===== src/rtl/seq_div.sv =====
// seq_div: restoring signed divider, one quotient bit per clock, valid/ready on both sides
// Ports: clk/rst_n (async active-low), in_valid/in_ready + dividend[N]/divisor[bit_B] request,
//        out_valid/out_ready + quotient[N]/remainder[bit_B]/div_zero/ovf result, N = bit_A+bit_B.
module seq_div #(
  parameter int bit_A = 5,
  parameter int bit_B = 7
) (
  input  logic                   clk,
  input  logic                   rst_n,
  input  logic                   in_valid,
  output logic                   in_ready,
  input  logic [bit_A+bit_B-1:0] dividend,
  input  logic [bit_B-1:0]       divisor,
  output logic                   out_valid,
  input  logic                   out_ready,
  output logic [bit_A+bit_B-1:0] quotient,
  output logic [bit_B-1:0]       remainder,
  output logic                   div_zero,
  output logic                   ovf
);
  localparam int N  = bit_A + bit_B;
  localparam int CW = $clog2(N);
  typedef enum logic [1:0] {IDLE, CALC, FIX, DONE} state_t;
  state_t         state;
  logic [N-1:0]   dvd;
  logic [bit_B-1:0] dvs;
  logic [bit_B:0] pr;
  logic [CW-1:0]  cnt;
  logic           neg_q, neg_r;
  logic [bit_B+1:0] pr_sh;
  logic           ge;
  // dvd doubles as the dividend shifter and the quotient accumulator
  always_comb begin
    pr_sh = {pr, dvd[N-1]};
    ge = pr_sh >= (bit_B+2)'(dvs);
  end
  assign in_ready = (state == IDLE);
  always_ff @(posedge clk or negedge rst_n) begin
    if (!rst_n) begin
      state     <= IDLE;
      out_valid <= 1'b0;
      quotient  <= '0;
      remainder <= '0;
      div_zero  <= 1'b0;
      ovf       <= 1'b0;
      dvd       <= '0;
      dvs       <= '0;
      pr        <= '0;
      cnt       <= '0;
      neg_q     <= 1'b0;
      neg_r     <= 1'b0;
    end else begin
      case (state)
        IDLE: if (in_valid) begin
          dvd   <= dividend[N-1] ? -dividend : dividend;
          dvs   <= divisor[bit_B-1] ? -divisor : divisor;
          neg_q <= dividend[N-1] ^ divisor[bit_B-1];
          neg_r <= dividend[N-1];
          pr    <= '0;
          cnt   <= '0;
          if (divisor == '0) begin
            state     <= DONE;
            quotient  <= '1;
            remainder <= '0;
            div_zero  <= 1'b1;
            ovf       <= 1'b0;
          end else begin
            state <= CALC;
          end
        end
        CALC: begin
          dvd <= {dvd[N-2:0], ge};
          pr  <= ge ? (bit_B+1)'(pr_sh - (bit_B+2)'(dvs)) : pr_sh[bit_B:0];
          cnt <= cnt + 1'b1;
          if (cnt == CW'(N-1)) state <= FIX;
        end
        FIX: begin
          quotient  <= neg_q ? -dvd : dvd;
          remainder <= neg_r ? -pr[bit_B-1:0] : pr[bit_B-1:0];
          // a non-negated magnitude with the MSB set only arises from -2^(N-1) / -1
          ovf       <= !neg_q && dvd[N-1];
          div_zero  <= 1'b0;
          state     <= DONE;
        end
        DONE: begin
          if (!out_valid) begin
            out_valid <= 1'b1;
          end else if (out_ready) begin
            out_valid <= 1'b0;
            state     <= IDLE;
          end
        end
        default: state <= IDLE;
      endcase
    end
  end
endmodule


===== config.mk =====
export PLATFORM = sky130hd
export DESIGN_NAME = seq_div
export DESIGN_NICKNAME = d
export VERILOG_FILES = /design/src/rtl/seq_div.sv
export SDC_FILE = /design/constraint.sdc
export NUM_CORES = 1
export LEC_CHECK = 0
export ABC_AREA = 1
export CAP_MARGIN = 5
export CORE_MARGIN = 4
export CORE_UTILIZATION = 55
export DETAILED_ROUTE_END_ITERATION = 6
export PLACE_DENSITY_LB_ADDON = 0.1
export SLEW_MARGIN = 20
export SYNTH_ARGS = -nofsm -noshare
export SYNTH_HDL_FRONTEND = slang
export SYNTH_SLANG_ARGS = --single-unit

===== constraint.sdc =====
create_clock -name clk -period 2.1 [get_ports clk]
set_input_delay 0.42 -clock clk [delete_from_list [all_inputs] [get_ports clk]]
set_output_delay 0.42 -clock clk [all_outputs]
set_load 0.01 [all_outputs]

Yosys cells after proc, flatten, opt, wreduce, memory -nomap -nowiden

Index checks and enable logic that the tools add are counted.

Register bits: 57
Bits of input ports: 23
Logic and storage cells: 70

Add/subtract/negate cells: 6
Order comparisons: 1
Eq/ne operators: 9
Mux-type cells: 31
Bitwise operators: 1
Reduce and logical (&&, ||, !) cells: 10

Operator list:

| cell                                                          | count |
|---|---|
| 12-bit 2-to-1 mux                                             | 5 |
| 12-bit case mux with 2 select lines                           | 2 |
| 7-bit 2-to-1 mux                                              | 4 |
| 12-bit negation                                               | 2 |
| 8-bit 2-to-1 mux                                              | 2 |
| 8-bit case mux with 2 select lines                            | 1 |
| 7-bit negation                                                | 2 |
| 7-bit case mux with 2 select lines                            | 1 |
| 2-bit 2-to-1 mux                                              | 5 |
| 9-bit by 7-bit >= comparator with 1-bit output                | 1 |
| 2-bit inequality test, second input constant                  | 4 |
| 2-bit case mux with 4 select lines                            | 1 |
| 4-bit case mux with 2 select lines                            | 1 |
| 8-bit by 7-bit subtractor with 8-bit output                   | 1 |
| 7-bit zero test                                               | 1 |
| 1-bit 2-to-1 mux                                              | 6 |
| 4-bit by 1-bit adder with 4-bit output, second input constant | 1 |
| 2-bit equality test, second input constant                    | 2 |
| 4-bit equality test, second input constant                    | 1 |
| 4-bit 2-to-1 mux                                              | 1 |
| 1-bit case mux with 2 select lines                            | 2 |
| 2-bit AND reduction                                           | 2 |
| 4-bit AND reduction                                           | 1 |
| 2-bit nonzero test                                            | 2 |
| other kinds (7)                                               | 7 |

Depth between registers and ports, before layout

Depth in word-level cells: 4
Mapped depth: 13

Worst setup path before layout

OpenSTA, ideal clock, no wires.

Path type: flip-flop to flip-flop
From: register dvd[11]
To: register pr[4]
Library setup time: 0.119 ns
Arrival: 1.559 ns
Setup slack: 0.422 ns
Cell stages (with the launch flop): 12
Path buffers: 0
Period minus slack after synthesis: 1.678 ns
Path through: dfrtp_1 inv_1 ha_1 inv_1 fa_1 nand2_1 nor2_1 nor2_1 xor2_1 nand2_1 nand3_1 nand2_1

Longest elaborated chain between the ends: 3

Ends and longest elaborated chain:

| element                                                                                                       | RTL line | source |
|---|---|---|
| from (decl)                                                                                                   | 25       | `logic [N-1:0] dvd;` |
| from (signal assigned)                                                                                        | 55       | `dvd <= dividend[N-1] ? -dividend : dividend;` |
| from (signal assigned)                                                                                        | 72       | `dvd <= {dvd[N-2:0], ge};` |
| 8-bit by 7-bit subtractor with 8-bit output or 9-bit by 7-bit >= comparator with 1-bit output (tied branches) | 73, 35   |  |
| 8-bit 2-to-1 mux *                                                                                            | 73       | `pr <= ge ? (bit_B+1)'(pr_sh - (bit_B+2)'(dvs)) : pr_sh[bit_B:0];` |
| 8-bit case mux with 2 select lines *                                                                          | 53       | `case (state)` |
| to (signal assigned)                                                                                          | 73       |  |
| to (decl)                                                                                                     | 27       | `logic [bit_B:0] pr;` |

Mark *: on every way between the ends. The rest lies on a longest branch, timed or not.
A chain may end at the register's enable or synchronous reset.

Worst setup path after layout

Ends and elaborated chain as after synthesis.

==> impl_results.md <==
* Max_slew headroom at 68.25%
* # diodes at 0
* Global route overflow at 0
* Post-synth EDFFs at 0
* Outcome: completed
* Layout Cells excl Fill at 659
* Minimum clock period at 1.875 ns
* Slowest stage delay, CP at 0.41 ns
* Hold WS at 0.03077 ns
* Net Count, Synth at 565
* Vias in the first global route at 3,430
* Largest net degree at the start of global routing at 38
* Switching Fraction at 45.04%
* Max-Cap Viols at 0
* Arrival @ worst endpoint at 2.10 ns
* Synth Instances at 525
* Clock transition at path regs at 0.07 ns
* Residual DRC at 0
* Psw at 3.217 mW
* H-tree depth at 3
* Reg-to-reg slack, setup at 0.22 ns
* Initial Util at 57.67%
* Ys flop type: dfrtp_1
* Final setup viols at 0
* Crit. End Element: flop
* Die width at 90.30 µm
* Die height at 90.30 µm
* Overall Global Routing Usage at 23.37%
* Clk pwr share at 17.9%
* # IOs at 46
* Worst EP required at 2.32 ns
* Final HPWL DP at 6651 µm
* Antenna violations before repair at 0
* Area delta synth->final at 21.50%
* Row count at 29
* Crit path kind: reg2reg
* Slowest library cell on the worst path: fa_1
* Share of layout cells above drive strength 1 at 8.591%
* VDD IR max at 1.197 mV
* Post-synth top area cell: dfrtp_1
* Total power draw at 7.144 mW
* Internal Power at 3.927 mW
* Clock Tree Buf Depth at 2
* Antenna Nets Post-Route at 0
* Placer's final routability congestion estimate at 0.8704
* CTS sink cnt at 57
* Highest clock rate at 533.2 MHz
* Crit-path most repeated cell: nand2_1
* Top cell type's share of synthesized area at 38.29%
* DR pass1 iterations at 4
* Sum Neg Setup Slack at 0 ns
* Clock Tree Root: clkbuf_8
* Placed cell count at 643
* Netlist cell types at 34
* Vias at 3,528
* Avg WL per Cell at 13.54 µm
* Post-CTS Setup Inserts at 0
* Via density at 5.354
* Power share of the combinational group at 54.7%
* Hold Crit Class: in2async
* Ys async rst share at 100.0%
* CP startpoint kind: flop
* CTS tree: yes
* Post-synthesis cell area at 3725 µm²
* Final-report hold violation count at 0
* Worst skew pair latency at 0.34 ns
* Starting DRC count in detailed routing at 143
* Total Nets Final at 617
* Worst-path cell chain: inv_1, ha_1, inv_1, fa_1, nand2_1, nor2_1, nor2_1, xor2_1, nand2_1, nand3_1, nand2_1
* Final WL at 8922 µm
* PD cells at 1579 nW/µm²
* Count of pins over their slew limit at 0
* Sequential fraction of design power at 27.5%
* P_leak at 2.313 nW
* Core box area at 6459 µm²
* RSZ-0062 raised after global routing: false
* Seq/Total Area, Yosys at 38.29%
* Main area contributors after synthesis: dfrtp_1 (38%), nand2_1 (16%), nand3_1 (6.6%), inv_1 (6.4%), ha_1 (5.4%)
* Synthesis warning total at 0
* Tcrit/Tclk final at 89.31%
* CTS Buf Count at 9
* Skew final at 0.007463 ns
* Critical path peak fanout at 3
* Synthesized flop and latch total at 57
* Mapped Avg Cell Area at 7.095 µm²
* Fill cell count at 538
* PortBufs at 45
* Die area at 8153 µm²
* Global-route wire length before repair at 15,550 µm
* Worst-Margin Slew at 0.4762 ns
worst max-delay path: cells and delay by family (launching register included):
kind                       cells  cell delay, ns
buffers and inverters          2            0.19
adders and majority gates      2            0.57
xor gates and xnor gates       1            0.19
DFF                            1            0.38
and+or+nand+nor                6            0.45
worst paths after layout:
check / start / endpoint / cells after the start
hold / removal: rst_n / remainder[4] / 1
hold reg to reg: quotient[5] / quotient[5] / 2
setup reg to reg: dvd[11] / pr[4] / 11
setup / recovery: dvd[11] / pr[4] / 11
min in group clk: quotient[5] / quotient[5] / 2
max in group asynchronous: rst_n / dvd[6] / 2
metrics by stage:
step,utilization [%],cell area (µm²),worst slack [ns]
3_5_place_dp,66.06,4267,-0.06302
2_1_floorplan,-,3725,0.4222
4_1_cts,70.03,4523,0.03787
5_1_grt,70.07,4526,0.08424
6_report,70.07,4526,0.2245
3_3_place_gp,66.06,4267,0.05044
flip-flops by register name, summed over array words and instances, names as in the netlist:
signal and cells:
dvs 7, neg_r 1, remainder 7, dvd 12
state 2, div_zero 1, quotient 12, cnt 4
out_valid 1, ovf 1, neg_q 1, pr 8
power by group through the flow:
stage | clock network (mW) | logic [mW] | registers [mW]
5_1_grt | 1.35 | 4.45 | 2.02
3_3_place_gp | 0 | 3.71 | 1.95
3_5_place_dp | 0 | 3.81 | 1.96
2_1_floorplan | 0 | 2.73 | 1.92
4_1_cts | 1.28 | 3.91 | 1.95
6_report | 1.28 | 3.90 | 1.96
cells by family (layout without fill, tap and decap cells):
| logic type | count (synthesis) | count (layout) | synth area share (%) |
|---|---|---|---|
| DFF | 57 | 57 | 38.29 |
| adders and majority gates | 17 | 17 | 5.912 |
| xor gates and xnor gates | 17 | 17 | 3.998 |
| and+or+nand+nor | 276 | 276 | 31.31 |
| buffers and inverters | 86 | 143 | 9.607 |
| AOI/OAI and AO/OA | 72 | 72 | 10.88 |
Yosys cell counts, types with 7 or more instances:
cell type  number
ha_1           16
inv_2           7
dfrtp_1        57
nand2_1       160
nand4_1         9
buf_2           7
o21ai_1        11
nor2_1         46
xor2_1         14
a21oi_1        19
o21ai_0        28
nand3_1        49
inv_1          64
cell type report:
class	instances	area, µm²	share of cell area (%)
repair buffers	55	535.5	11.83
inverters	72	270.3	5.972
well taps	77	96.34	2.129
flip-flops and latches	57	1426	31.52
multi-input cells	382	1953	43.16
clock inverters	5	102.6	2.267
clock buffers	11	141.4	3.124
layer usage:
metal,part of all wire (%),GRT usage (%),vias to the layer above
met5,0,0,-
met3,4.3,5.417,17
li1,-,-,1788
met4,2.2,9.694,0
met2,49,38.21,83
met1,45,29.82,1640
what timing repair did:
action | 4_1_cts | 5_1_grt
setup endpoints to repair | 1 | 1
hold buffers | 0 | 0
gates cloned | 0 | 0
gates resized for setup | 4 | 1
cell usage in the layout, fill, tap and decap left out, types with 9 or more instances in the layout:
cell type	n
a21oi_1	19
o21ai_1	11
xor2_1	14
o21ai_0	28
dfrtp_1	57
nand4_1	9
inv_2	9
buf_4	9
nand3_1	49
inv_1	62
clkbuf_8	10
clkdlybuf4s50_1	43
nor2_1	46
nand2_1	160
ha_1	15
Note: power is estimated with default switching activity, not from simulation.
